<file path="config.mk">
export PLATFORM = sky130hd
export DESIGN_NAME = serial_negate_ctrl_flat
export DESIGN_NICKNAME = d
export VERILOG_FILES = /design/src/rtl/serial_negate_ctrl_if.sv /design/src/rtl/serial_negate_ctrl.sv /design/src/flat_wrapper.sv
export SDC_FILE = /design/constraint.sdc
export NUM_CORES = 1
export LEC_CHECK = 0
export CORE_ASPECT_RATIO = 0.75
export CORE_MARGIN = 1
export CORE_UTILIZATION = 35
export DETAILED_ROUTE_END_ITERATION = 6
export HOLD_SLACK_MARGIN = 0.06
export PLACE_DENSITY_LB_ADDON = 0.15
export SETUP_SLACK_MARGIN = 0.15
export SLEW_MARGIN = 20
export SYNTH_ARGS = -nofsm -noshare
export SYNTH_HDL_FRONTEND = slang
export SYNTH_SLANG_ARGS = --single-unit
</file>
<file path="constraint.sdc">
create_clock -name clk -period 1.72 [get_ports clk]
set_input_delay 0.344 -clock clk [delete_from_list [all_inputs] [get_ports clk]]
set_output_delay 0.344 -clock clk [all_outputs]
set_load 0.02 [all_outputs]
</file>
<file path="src/rtl/serial_negate_ctrl_if.sv">
// Parallel request/response bundle between a producer/consumer and serial_negate_ctrl.
interface serial_negate_ctrl_if #(
  parameter int unsigned WIDTH = 8
);
  logic             start;
  logic [WIDTH-1:0] din;
  logic             busy;
  logic             done;
  logic [WIDTH-1:0] dout;
  logic             overflow;

  modport master (
    output start,
    output din,
    input  busy,
    input  done,
    input  dout,
    input  overflow
  );

  modport slave (
    input  start,
    input  din,
    output busy,
    output done,
    output dout,
    output overflow
  );
endinterface

</file>
<file path="src/rtl/serial_negate_ctrl.sv">
// Negates a parallel word by streaming it LSB-first through an external serial
// two's-complement complementer and reassembling the serial result.
module serial_negate_ctrl #(
  parameter int unsigned WIDTH = 8
) (
  input  logic                 clk,
  input  logic                 reset,
  serial_negate_ctrl_if.slave  bus,
  output logic                 cmp_areset,
  output logic                 cmp_x,
  input  logic                 cmp_z
);

  localparam int unsigned CntW = $clog2(WIDTH);
  localparam logic [CntW-1:0]  LastCnt = CntW'(WIDTH - 1);
  localparam logic [WIDTH-1:0] MinVal  = {1'b1, {(WIDTH - 1){1'b0}}};

  typedef enum logic [1:0] {StIdle, StClr, StShift, StDone} state_e;

  state_e           state_q;
  logic [WIDTH-1:0] shreg_q;
  logic [WIDTH-1:0] res_q;
  logic [CntW-1:0]  cnt_q;
  logic             ovf_pend_q;
  logic             busy_q;
  logic             done_q;
  logic [WIDTH-1:0] dout_q;
  logic             overflow_q;

  always_ff @(posedge clk) begin
    if (reset) begin
      state_q    <= StIdle;
      shreg_q    <= '0;
      res_q      <= '0;
      cnt_q      <= '0;
      ovf_pend_q <= 1'b0;
      busy_q     <= 1'b0;
      done_q     <= 1'b0;
      dout_q     <= '0;
      overflow_q <= 1'b0;
    end else begin
      done_q <= 1'b0;
      unique case (state_q)
        StIdle, StDone: begin
          if (bus.start) begin
            shreg_q    <= bus.din;
            ovf_pend_q <= (bus.din == MinVal);
            cnt_q      <= '0;
            busy_q     <= 1'b1;
            state_q    <= StClr;
          end else begin
            busy_q  <= 1'b0;
            state_q <= StIdle;
          end
        end
        StClr: begin
          state_q <= StShift;
        end
        StShift: begin
          shreg_q <= shreg_q >> 1;
          res_q   <= {cmp_z, res_q[WIDTH-1:1]};
          cnt_q   <= cnt_q + 1'b1;
          if (cnt_q == LastCnt) begin
            // Publish the result together with the final serial bit.
            dout_q     <= {cmp_z, res_q[WIDTH-1:1]};
            overflow_q <= ovf_pend_q;
            done_q     <= 1'b1;
            busy_q     <= 1'b0;
            state_q    <= StDone;
          end
        end
        default: begin
          state_q <= StIdle;
        end
      endcase
    end
  end

  // The complementer must be cleared before bit 0 and whenever we are in reset.
  assign cmp_areset   = reset | (state_q == StClr);
  assign cmp_x        = (state_q == StShift) & shreg_q[0];

  assign bus.busy     = busy_q;
  assign bus.done     = done_q;
  assign bus.dout     = dout_q;
  assign bus.overflow = overflow_q;

endmodule

</file>
<file path="src/flat_wrapper.sv">
// flat-port wrapper written by rule: the top's interface ports become plain ports
module serial_negate_ctrl_flat 
#(
  parameter int unsigned WIDTH = 8
)
  (clk, reset, cmp_areset, cmp_x, cmp_z, bus_start, bus_din, bus_busy, bus_done, bus_dout, bus_overflow);
  serial_negate_ctrl_if #(.WIDTH(WIDTH)) bus_i ();
  input  logic clk;
  input  logic reset;
  output logic cmp_areset;
  output logic cmp_x;
  input  logic cmp_z;
  input wire logic [$bits(bus_i.start)-1:0] bus_start;
  input wire logic [$bits(bus_i.din)-1:0] bus_din;
  output wire logic [$bits(bus_i.busy)-1:0] bus_busy;
  output wire logic [$bits(bus_i.done)-1:0] bus_done;
  output wire logic [$bits(bus_i.dout)-1:0] bus_dout;
  output wire logic [$bits(bus_i.overflow)-1:0] bus_overflow;
  assign bus_i.start = bus_start;
  assign bus_i.din = bus_din;
  assign bus_busy = bus_i.busy;
  assign bus_done = bus_i.done;
  assign bus_dout = bus_i.dout;
  assign bus_overflow = bus_i.overflow;
  serial_negate_ctrl #(.WIDTH(WIDTH)) u_core (.clk(clk), .reset(reset), .bus(bus_i), .cmp_areset(cmp_areset), .cmp_x(cmp_x), .cmp_z(cmp_z));
endmodule
</file>
==> impl_metrics.sql <==
INSERT INTO impl_metrics (metric_group, metric, value, unit) VALUES
('status', 'outcome', 'completed', ''),
('routing', 'drt-total-wl', '2917', 'um'),
('global_routing', 'grt_util_all_layers', '0.1602', ''),
('setup_path', 'critical_path.endpoint_type', 'output pin', ''),
('pwr', 'internal_cell_power', '1580', 'uW'),
('timing', 'fin_worst_hold_slack', '0.4498', 'ns'),
('job', 'max-cap-violations', '0', ''),
('pwr', 'power.leakage', '0.0007845', 'uW'),
('pwr', 'p_comb_frac', '0.388', ''),
('layout', 'area_growth', '31.12', '%'),
('layout', 'layout.nets', '189', ''),
('setup_path', 'startpoint_kind_of_the_worst_setup_timing_path', 'flip-flop', ''),
('timing', 'post-route-worst-setup-slack', '0.2010', 'ns'),
('timing', 'timing.clock.skew', '0.002292', 'ns'),
('placed_design', 'count_of_buffers_from_port_buffering', '24', ''),
('timing', 'max_slew.worst_pin.slew', '0.3823', 'ns'),
('clocking', 'worst_skew_pair_latency', '0.28', 'ns'),
('routing', 'route.detailed.wl_per_inst', '13.02', 'um'),
('pwr', 'pwr_density_cell', '1333', 'mW/mm^2'),
('layout', 'antenna-diode-count', '0', ''),
('placed_design', 'gpl.final_weighted_congestion', '0.7418', ''),
('pwr', 'p_sw_frac', '0.3441', ''),
('placed_design', 'placed_cells_incl_taps', '216', ''),
('global_routing', 'gr-total-overflow', '0', ''),
('clocking', 'cts.sinks', '32', ''),
('global_routing', 'grt_start_max_net_pins', '34', ''),
('routing', 'detail-route-antenna-nets', '0', ''),
('setup_path', 'critPathArrivalTime', '1.17', 'ns'),
('placed_design', 'preCtsSetupSlack', '-0.2072', 'ns'),
('clocking', 'cts_tree', 'done', ''),
('layout', 'stdcell_count', '224', ''),
('pwr', 'power_frac_clock', '0.222', ''),
('routing', 'via_per_inst', '4.786', ''),
('timing', 'final_hold_viol_count', '0', ''),
('synth', 'synth_top_family_by_area', 'simple AND/OR/NAND/NOR gates', ''),
('timing', 'final_critical_period', '1.519', 'ns'),
('pwr', 'p_switching', '829.1', 'uW'),
('floorplan', 'die_h', '56.36', 'um'),
('synth', 'muxShareOfSynthArea', '0.1270', ''),
('placed_design', 'hpwl', '1882', 'um'),
('routing', 'detailedRoute.firstPassIterationCount', '4', ''),
('floorplan', 'die_area', '0.004197', 'sq mm'),
('global_routing', 'grt_pass1_vias', '1040', ''),
('clocking', 'clockBufferDepth', '2', ''),
('pwr', 'fin_total_pwr', '2410', 'uW'),
('synth', 'yosys_register_bits', '32', ''),
('clocking', 'postCtsSetupRepairBufs', '0', ''),
('synth', 'synth_nets', '162', ''),
('pwr', 'ir_drop', '581.6', 'uV'),
('layout', 'fillerInstances', '370', ''),
('timing', 'final_min_period_over_clock_period', '0.8831', ''),
('timing', 'clock.fmax', '0.6583', 'GHz'),
('synth', 'synth_area_per_cell', '9.509', 'sq um'),
('floorplan', 'die_x', '74.48', 'um'),
('floorplan', 'initial_standard_cell_utilization_of_the_core', '0.3718', ''),
('clocking', 'cts-buffers-inserted', '5', ''),
('clocking', 'clk_pin_slew_worst_paths', '0.06', 'ns'),
('floorplan', 'rows', '19', ''),
('synth', 'post_synth_instance_area', '0.001379', 'sq mm'),
('synth', 'syn-instance-count', '145', ''),
('synth', 'synth-warning-count', '0', ''),
('layout', 'final_core_utilization', '0.4875', ''),
('global_routing', 'number_of_antenna_violations_at_the_first_check_in_global_routing', '0', ''),
('synth', 'synth_xor_xnor_area_share', '0', ''),
('setup_path', 'crit_path_max_fanout', '3', ''),
('clocking', 'cts_hold_buf', '0', ''),
('pwr', 'seq_power_share', '0.390', ''),
('routing', 'drt_iter0_markers', '53', ''),
('routing', 'drc_errors', '0', ''),
('synth', 'synthSimpleGateAreaFrac', '0.1797', ''),
('timing', 'finalMaxSlewViolations', '0', '');
placed cells by master (no fill, tap or decap), drive strengths merged, types with 4 or more instances in the layout:
master          n
dfxtp          32
nor2           18
nand2          16
mux2i          16
a21oi          13
nand3          11
clkdlybuf4s50  11
a211oi          9
buf             8
dlymetal6s2s    7
clkbuf          6
ha              5
dlygate4sd2     4
per-stage QoR:
step	cell area (sq um)	TNS (ns)
5_1_grt	1808	0
2_1_floorplan	1379	0
3_5_place_dp	1665	-0.2072
6_report	1808	0
4_1_cts	1733	0
3_3_place_gp	1665	-0.2086
per-layer routing:
layer  part of all wire  vias to the layer above  wire length (um)  global-route usage
li1                   -                      554                 -                   -
met1               0.53                      498              1559              0.2156
met2               0.41                       15              1202              0.2136
met3              0.036                        5               104             0.07540
met4              0.017                        0                51             0.07278
met5                  0                        -                 0                   0
critical path, cell delays in order, from the launching register on:
cell and delay, ns:
sky130_fd_sc_hd__dfxtp_4 0.37, sky130_fd_sc_hd__inv_2 0.03, sky130_fd_sc_hd__ha_2 0.15, sky130_fd_sc_hd__or2_4 0.22
sky130_fd_sc_hd__buf_6 0.13
layout make-up:
type	count	area, sq um	area share
Inverter	2	7.507	0.004152
Tap cell	52	65.06	0.03599
Clock buffer	6	72.57	0.04014
Sequential cell	32	645.6	0.3571
Multi-Input combinational cell	101	714.4	0.3952
Timing Repair Buffer	30	297.8	0.1647
Clock inverter	1	5.005	0.002768
kinds of logic after synthesis:
| kind of cell | count (synthesis) |
|---|---|
| adders and majority gates | 5 |
| DFF | 32 |
| buffers and inverters | 13 |
| AOI/OAI and AO/OA | 24 |
| muxes | 17 |
| and+or+nand+nor | 54 |
flip-flops by register name, indices dropped and copies added (netlist names):
register / count
u_core.bus.overflow: 1
u_core.shreg_q: 8
u_core.state_q: 2
u_core.ovf_pend_q: 1
u_core.bus.busy: 1
u_core.bus.dout: 8
u_core.cnt_q: 3
u_core.bus.done: 1
u_core.res_q: 7
timing repair:
| action | 4_1_cts | 5_1_grt |
|---|---|---|
| resized for setup | 15 | 19 |
| gates cloned | 0 | 1 |
| endpoints found under the setup margin | 18 | 21 |
worst paths after layout:
check	depth (start not counted)	slack, ns	startpoint	to
worst max-delay path	4	0.20	u_core.state_q[1]	cmp_areset
worst min-delay path	2	0.45	u_core.bus.overflow	u_core.bus.overflow
worst max register to register	5	0.23	u_core.state_q[0]	u_core.shreg_q[5]
worst min register to register	2	0.45	u_core.bus.overflow	u_core.bus.overflow
power by group through the flow:
stage / clock [uW] / combinational [uW] / sequential [uW]
6_report: 536 / 934 / 940
5_1_grt: 591 / 1010 / 953
4_1_cts: 554 / 779 / 932
3_5_place_dp: 0 / 782 / 943
3_3_place_gp: 0 / 761 / 937
2_1_floorplan: 0 / 643 / 939
synth_stat cells:
master / instances / area share
sky130_fd_sc_hd__dfxtp_1: 32 / 0.46
sky130_fd_sc_hd__nor2_1: 18 / 0.049
sky130_fd_sc_hd__mux2i_1: 16 / 0.12
sky130_fd_sc_hd__nand2_1: 15 / 0.041
sky130_fd_sc_hd__a21oi_1: 13 / 0.047
sky130_fd_sc_hd__nand3_1: 11 / 0.040
sky130_fd_sc_hd__a211oi_2: 7 / 0.064
sky130_fd_sc_hd__clkbuf_1: 5 / 0.014
sky130_fd_sc_hd__ha_1: 5 / 0.045
sky130_fd_sc_hd__buf_2: 3 / 0.011
sky130_fd_sc_hd__a211oi_1: 2 / 0.011
sky130_fd_sc_hd__buf_6: 2 / 0.016
sky130_fd_sc_hd__inv_1: 2 / 0.0054
sky130_fd_sc_hd__nand3b_1: 2 / 0.011
sky130_fd_sc_hd__nand4b_1: 2 / 0.013
sky130_fd_sc_hd__a2bb2oi_1: 1 / 0.0064
sky130_fd_sc_hd__and2_1: 1 / 0.0045
sky130_fd_sc_hd__buf_4: 1 / 0.0054
sky130_fd_sc_hd__mux2_4: 1 / 0.011
sky130_fd_sc_hd__nand2_2: 1 / 0.0045
sky130_fd_sc_hd__nand2b_1: 1 / 0.0045
sky130_fd_sc_hd__nor3_1: 1 / 0.0036
sky130_fd_sc_hd__nor4_1: 1 / 0.0045
sky130_fd_sc_hd__o21ai_0: 1 / 0.0036
sky130_fd_sc_hd__or2_2: 1 / 0.0045
(Power assumes the default switching activity.)
